[src/rtl/instr_encoder.sv]
// RV32I instruction encoder: turns an opcode select plus fields into a 32-bit word and writes it to instruction memory.
// Optional immediate range checking is enabled by defining ENC_IMM_CHECK_EN.
module instr_encoder #(
   parameter int unsigned ADDRESS_WIDTH = 32,
   parameter logic [ADDRESS_WIDTH-1:0] BASE_ADDR = '0
) (
   input  logic                     clk,
   input  logic                     rst,
   input  logic                     restart,
   input  logic                     in_valid,
   output logic                     in_ready,
   input  logic [3:0]               opsel,
   input  logic [4:0]               rd,
   input  logic [4:0]               rs1,
   input  logic [4:0]               rs2,
   input  logic [31:0]              imm,
   output logic                     mem_we,
   output logic [ADDRESS_WIDTH-1:0] mem_addr,
   output logic [31:0]              mem_wdata,
   input  logic                     mem_ready,
   output logic [ADDRESS_WIDTH-1:0] word_count,
   output logic                     err
);

   localparam logic [6:0] OP_R    = 7'b0110011;
   localparam logic [6:0] OP_IMM  = 7'b0010011;
   localparam logic [6:0] OP_LOAD = 7'b0000011;
   localparam logic [6:0] OP_STOR = 7'b0100011;
   localparam logic [6:0] OP_BR   = 7'b1100011;
   localparam logic [6:0] OP_JAL  = 7'b1101111;
   localparam logic [6:0] OP_JALR = 7'b1100111;

   typedef enum logic {IDLE, EMIT} state_t;

   state_t      state;
   logic [31:0] enc_word;
   logic        enc_legal;

   // imm bits above the JAL field only matter when range checking is built in
   logic unused_imm_hi;
   assign unused_imm_hi = &{1'b0, imm[31:21]};

   assign in_ready = !rst && (state == IDLE) && !restart;

`ifdef ENC_IMM_CHECK_EN
   logic signed [31:0] simm;
   logic i_ok, sh_ok, b_ok, j_ok;

   assign simm  = $signed(imm);
   assign i_ok  = (simm >= -32'sd2048) && (simm <= 32'sd2047);
   assign sh_ok = (simm >= 32'sd0) && (simm <= 32'sd31);
   assign b_ok  = !imm[0] && (simm >= -32'sd4096) && (simm <= 32'sd4094);
   assign j_ok  = !imm[0] && (simm >= -32'sd1048576) && (simm <= 32'sd1048574);
`endif

   // Combinational encoder; unused fields simply never reach the word
   always_comb begin
      enc_word  = '0;
      enc_legal = 1'b1;
      case (opsel)
         4'd0: enc_word = {7'b0000000, rs2, rs1, 3'b000, rd, OP_R};
         4'd1: enc_word = {7'b0100000, rs2, rs1, 3'b000, rd, OP_R};
         4'd2: enc_word = {imm[11:0], rs1, 3'b000, rd, OP_IMM};
         4'd3: enc_word = {7'b0000000, imm[4:0], rs1, 3'b001, rd, OP_IMM};
         4'd4: enc_word = {imm[11:0], rs1, 3'b010, rd, OP_LOAD};
         4'd5: enc_word = {imm[11:5], rs2, rs1, 3'b010, imm[4:0], OP_STOR};
         4'd6: enc_word = {imm[12], imm[10:5], rs2, rs1, 3'b000, imm[4:1], imm[11], OP_BR};
         4'd7: enc_word = {imm[12], imm[10:5], rs2, rs1, 3'b001, imm[4:1], imm[11], OP_BR};
         4'd8: enc_word = {imm[20], imm[10:1], imm[11], imm[19:12], rd, OP_JAL};
         4'd9: enc_word = {imm[11:0], rs1, 3'b000, rd, OP_JALR};
         default: enc_legal = 1'b0;
      endcase
`ifdef ENC_IMM_CHECK_EN
      case (opsel)
         4'd2, 4'd4, 4'd5, 4'd9: enc_legal = enc_legal && i_ok;
         4'd3:                   enc_legal = enc_legal && sh_ok;
         4'd6, 4'd7:             enc_legal = enc_legal && b_ok;
         4'd8:                   enc_legal = enc_legal && j_ok;
         default:                enc_legal = enc_legal;
      endcase
`endif
   end

   // Handshake FSM with registered memory-side outputs
   always_ff @(posedge clk or posedge rst) begin
      if (rst) begin
         state      <= IDLE;
         mem_we     <= 1'b0;
         mem_addr   <= BASE_ADDR;
         mem_wdata  <= '0;
         word_count <= '0;
         err        <= 1'b0;
      end else begin
         err <= 1'b0;
         case (state)
            IDLE: begin
               if (restart) begin
                  mem_addr   <= BASE_ADDR;
                  word_count <= '0;
               end else if (in_valid) begin
                  if (enc_legal) begin
                     mem_wdata <= enc_word;
                     mem_we    <= 1'b1;
                     state     <= EMIT;
                  end else begin
                     err <= 1'b1;
                  end
               end
            end
            EMIT: begin
               // restart is deliberately ignored here so the pending word lands
               if (mem_ready) begin
                  mem_we     <= 1'b0;
                  mem_addr   <= mem_addr + ADDRESS_WIDTH'(4);
                  word_count <= word_count + ADDRESS_WIDTH'(1);
                  state      <= IDLE;
               end
            end
            default: state <= IDLE;
         endcase
      end
   end

endmodule

[config.mk]
export PLATFORM = sky130hd
export DESIGN_NAME = instr_encoder
export DESIGN_NICKNAME = d
export VERILOG_FILES = /design/src/rtl/instr_encoder.sv
export SDC_FILE = /design/constraint.sdc
export NUM_CORES = 1
export LEC_CHECK = 0
export CAP_MARGIN = 5
export CORE_MARGIN = 8
export CORE_UTILIZATION = 39
export CTS_CLUSTER_DIAMETER = 30
export DETAILED_ROUTE_END_ITERATION = 16
export PLACE_DENSITY = 0.71
export SYNTH_ARGS = -nofsm -noshare
export SYNTH_HDL_FRONTEND = slang
export SYNTH_SLANG_ARGS = --single-unit
[constraint.sdc]
create_clock -name clk -period 8.3 [get_ports clk]
set_input_delay 1.66 -clock clk [delete_from_list [all_inputs] [get_ports clk]]
set_output_delay 1.66 -clock clk [all_outputs]
set_load 0.01 [all_outputs]
# Yosys cells after proc, flatten, opt, wreduce, memory -nomap -nowiden
# Index checks and enable logic that the tools add are counted.
# Widths: inputs -> output; s select.
dict set report op_classes {
  bitwise 2
  reduce_logical 9
  n_addsub 2
  muxes 21
  n_eq_ne 14
}
# operator count
set op_table {}
lappend op_table {{$pmux 32 s10} 1}
lappend op_table {{$pmux 32 s2} 2}
lappend op_table {{$mux 32} 3}
lappend op_table {{$add 32x1->32 const B} 1}
lappend op_table {{$add 32x3->32 const B} 1}
lappend op_table {{$eq 4x3->1 const B} 4}
lappend op_table {{$mux 1} 13}
lappend op_table {{$ne 2x2->1 const B} 5}
lappend op_table {{$reduce_or 10->1} 1}
lappend op_table {{$eq 4x2->1 const B} 2}
lappend op_table {{$eq 4x4->1 const B} 2}
lappend op_table {{$reduce_and 4->1} 2}
lappend op_table {{$eq 4x1->1 const B} 1}
lappend op_table {{$logic_not 4->1} 1}
lappend op_table {{$pmux 1 s2} 2}
lappend op_table {{$logic_and 1x1->1} 2}
lappend op_table {{$logic_not 1->1} 2}
lappend op_table {{$not 1->1} 2}
lappend op_table {{$reduce_and 2->1} 1}
dict set report totals {
  input_bits 56
  regBits 99
}

# Depth between registers and ports, before layout
dict set report depth {
  word_depth 7
  ltp_mapped 7
  mapped_depth_nobuf 6
}

# Least setup slack after synthesis
# Ideal clock, no wire load.
dict set report synth_path {
  kind {input to output}
  from {input restart}
  to {output in_ready}
  t_required_ns 6.640
  arrival_time_ns 1.950
  stages 1
  path_slack_ns 4.690
  path_buffers 0
  cell_sequence {nor3_1}
}
dict set report synth_between {
  elab_chain_cells 2
}
# element line
set synth_rtl {}
lappend synth_rtl {{from (decl)} 9} ;# input logic restart,
lappend synth_rtl {{$logic_not 1->1} 43} ;# assign in_ready = !rst && (state == IDLE) && !restart;
lappend synth_rtl {{$logic_and 1x1->1} 43}
lappend synth_rtl {{to (decl)} 11} ;# output logic in_ready,
# Every way passes these cells.

# Worst setup path in the final report
# Same ends and word-level chain as after synthesis.

==> run_results.csv <==
group,metric,value,unit
status,status,"finished, final reports clean",
worst_setup_path,end_kind,"output port",
pwr,vdd_drop_max,0.121,mV
worst_setup_path,slowest_delay,0.58,ns
global_route,grt_first_pass_wirelength,23600,um
place,post-place-ws,3.58,ns
pwr,power_density,174,nW/um2
route,vias,4607,
finish,fin_nets,706,
worst_setup_path,crit_required,6.64,ns
global_route,grt_usage,17.9,%
finish,drive_gt1_share,5.21,%
synthesis,ys_seq_area_share,49.3,%
finish,register_area,2400,um2
die,initial_core_util,39.2,%
route,drtIter0Drc,350,
die,fp.dieH,128,um
sta,setup_violations,0,
worst_setup_path,cp_slowest_cell,"clkdlybuf4s50_1",
die,core,12400,um2
sta,finClkSkew,0.00595,ns
sta,min_period_over_period,56.9,%
sta,timing_worst_slew_pin_value,1.05,ns
clock_tree,cts_made_buffers,9,
global_route,grt_start_max_net_pins,65,
worst_setup_path,path_class,"in -> out",
global_route,antenna_found_initial,0,
sta,fin_ws,3.57,ns
finish,antennaDiodeCount,0,
synthesis,avgSynthCellArea,9.40,um2
worst_hold_path,hold_class,"reg -> reg",
global_route,globalRouteOverflowTotal,0,
worst_setup_path,crit_chain,"clkdlybuf4s50_1, nor3_1, clkdlybuf4s50_1",
sta,hold_violations,0,
clock_tree,clkSlewWorstSetupHoldPaths,0.06,ns
finish,area_growth,38.5,%
sta,min_period,4.73,ns
global_route,grt_pass1_vias,4599,
sta,timing.fmax,0.212,GHz
worst_setup_path,crit_path_frequent_cell,"clkdlybuf4s50_1",
route,totalWireLength,14400,um
sta,slew_headroom,30.3,%
route,wl_per_cell,17.5,um
route,dr.pass1.iters,4,
worst_setup_path,crit_family,"buffers and inverters",
clock_tree,cts.htree.levels,3,
synthesis,ys_ff_latch,96,
worst_setup_path,critPathArrivalTime,3.07,ns
die,die_w,128,um
synthesis,synth_ff_type,"dfrtp_1",
pwr,leakage,2.82,nW
place,port_buffers,141,
clock_tree,cts_resized,0,
synthesis,synthDistinctLibCells,56,
sta,slew_violations,0,
clock_tree,cts_setup_buffers,0,
worst_setup_path,crit_buf_inv,2,
clock_tree,clk_path_buf_depth,2,
die,die_area,16300,um2
place,gp_congestion,0.833,
die,core.rowCount,41,
synthesis,ys_warn_count,0,
sta,rsz0062_at_grt,"no",
synthesis,syn-instance-count,518,
clock_tree,clk_latency,0.34,ns
synthesis,syn_area,4870,um2
clock_tree,cts_tree,"built",
route,ant_nets,0,
route,remaining_drc_errors,0,
worst_setup_path,cp_max_fo,8,
worst_setup_path,critPathLaunchType,"input port",
place,hpwl,10300,um
sta,finalSetupTns,0,ns
synthesis,synth_async_sr_flop_share,100,%
synthesis,synth_edf_count,0,
run,drv_cap,0,
clock_tree,cts.sinks,96,
route,vias_per_cell,5.58,
die,io_pins,155,
clock_tree,cts_hold_buf,0,
finish,fillCellCount,1108,
clock_tree,cts_root_buffer,"clkbuf_16",
finish,multi_input_area,2310,um2
==> through the flow <==
stage               util [%]  hold slack [ns]  cells  cell area (um2)  power [mW]
global placement        51.7            0.450    809             6420       0.734
detailed placement      51.7            0.469    809             6420       0.738
finish                  54.3            0.478    825             6740        1.18
global route            54.3            0.503    825             6740        1.23
floorplan                  -            0.507    519             4870       0.619
CTS                     54.3            0.485    825             6740        1.19
==> sequential cells by signal, summed over array words and instances (netlist names) <==
register	flops
mem_wdata	31
mem_we	1
state	1
err	1
word_count	32
mem_addr	30
==> per-layer routing <==
metal	up-vias	part of all wire, %	track usage [%]
li1	2166	-	-
met1	2230	43	22.1
met2	195	45	27.3
met3	16	11	6.78
met4	0	1.8	7.90
met5	-	0	0
==> where the power goes <==
group	switching, mW	internal [mW]	total, mW
logic	0.100	0.104	0.205
registers	0.0225	0.501	0.523
clock network	0.177	0.271	0.448
==> worst paths after layout <==
check	endpoint	depth (start not counted)	slack, ns	from
max in group asynchronous	word_count[26]	3	5.39	rst
setup / recovery	in_ready	3	3.57	restart
setup reg to reg	mem_wdata[20]	6	5.85	state
hold reg to reg	mem_wdata[4]	2	0.48	mem_wdata[4]
hold / removal	mem_wdata[4]	2	0.48	mem_wdata[4]
min in group asynchronous	mem_wdata[16]	2	1.73	rst
==> cell type report <==
| cell class | count | share of cell area (%) |
|---|---|---|
| Timing Repair Buffer | 146 | 21.5 |
| Inverter | 10 | 0.594 |
| Clock inverter | 6 | 1.22 |
| Sequential cell | 96 | 35.6 |
| Clock buffer | 10 | 3.54 |
| Tap cell | 172 | 3.19 |
| Multi-Input combinational cell | 385 | 34.3 |
==> Yosys cell counts, types with 2 or more instances <==
cell	number	share of area [%]
a41oi_1	2	0.36
nand2_1	60	4.6
o21ai_1	20	2.1
a31oi_1	10	1.3
dfrtp_1	96	49
buf_4	3	0.46
inv_1	8	0.62
xor2_1	25	4.5
ha_1	2	0.51
mux2_2	3	0.69
nor4_4	3	1.3
nand2b_1	6	0.77
mux2i_1	5	1.0
a222oi_1	5	1.0
o41ai_1	2	0.36
and2_1	5	0.64
o31ai_1	5	0.77
o22ai_1	5	0.64
nor2b_1	5	0.64
a22o_1	8	1.4
nor2_1	37	2.9
o211ai_1	2	0.31
a22oi_1	6	0.92
nand3_1	27	2.8
or3_1	3	0.39
nor3_1	10	1.0
and4_1	4	0.72
o21ai_0	45	4.6
buf_1	2	0.15
buf_2	2	0.21
and3_1	13	1.7
clkbuf_1	21	1.6
nand4_1	27	3.5
a21oi_1	15	1.5
clkinv_1	2	0.15
a21o_1	4	0.62
==> worst register-to-register path, delay by kind of cell (launching register included) <==
kind	cells	cell delay, ns
AND/OR/NAND/NOR	3	1.33
flip-flops	1	0.45
buffers and inverters	1	0.37
AO/OA/AOI/OAI	2	0.19
==> layout by cell type (no fill, tap or decap), drive strengths merged, types with 3 or more instances in the layout <==
cell type / count
and3: 13
mux2i: 5
or3: 3
inv: 8
dfrtp: 96
nand2b: 6
o21ai: 65
a22o: 8
nand2: 60
a222oi: 5
clkbuf: 10
nor4: 5
a22oi: 6
a21oi: 15
clkdlybuf4s50: 141
o22ai: 5
clkinv: 5
o31ai: 5
mux2: 3
xor2: 25
a31oi: 10
nor2b: 5
and4: 4
and2: 5
a21o: 4
buf: 5
nor2: 37
nand4: 29
nand3: 28
nor3: 10
==> kinds of logic after synthesis <==
family                     after synthesis  synth area share, %
AOI/OAI and AO/OA                      139                 17.8
xor gates and xnor gates                26                 4.68
adders and majority gates                2                0.514
buffers and inverters                   38                 3.21
DFF                                     96                 49.3
muxes                                    8                 1.72
other                                    1               0.0770
and+or+nand+nor                        208                 22.7
Power figures use the tool's default switching activity.
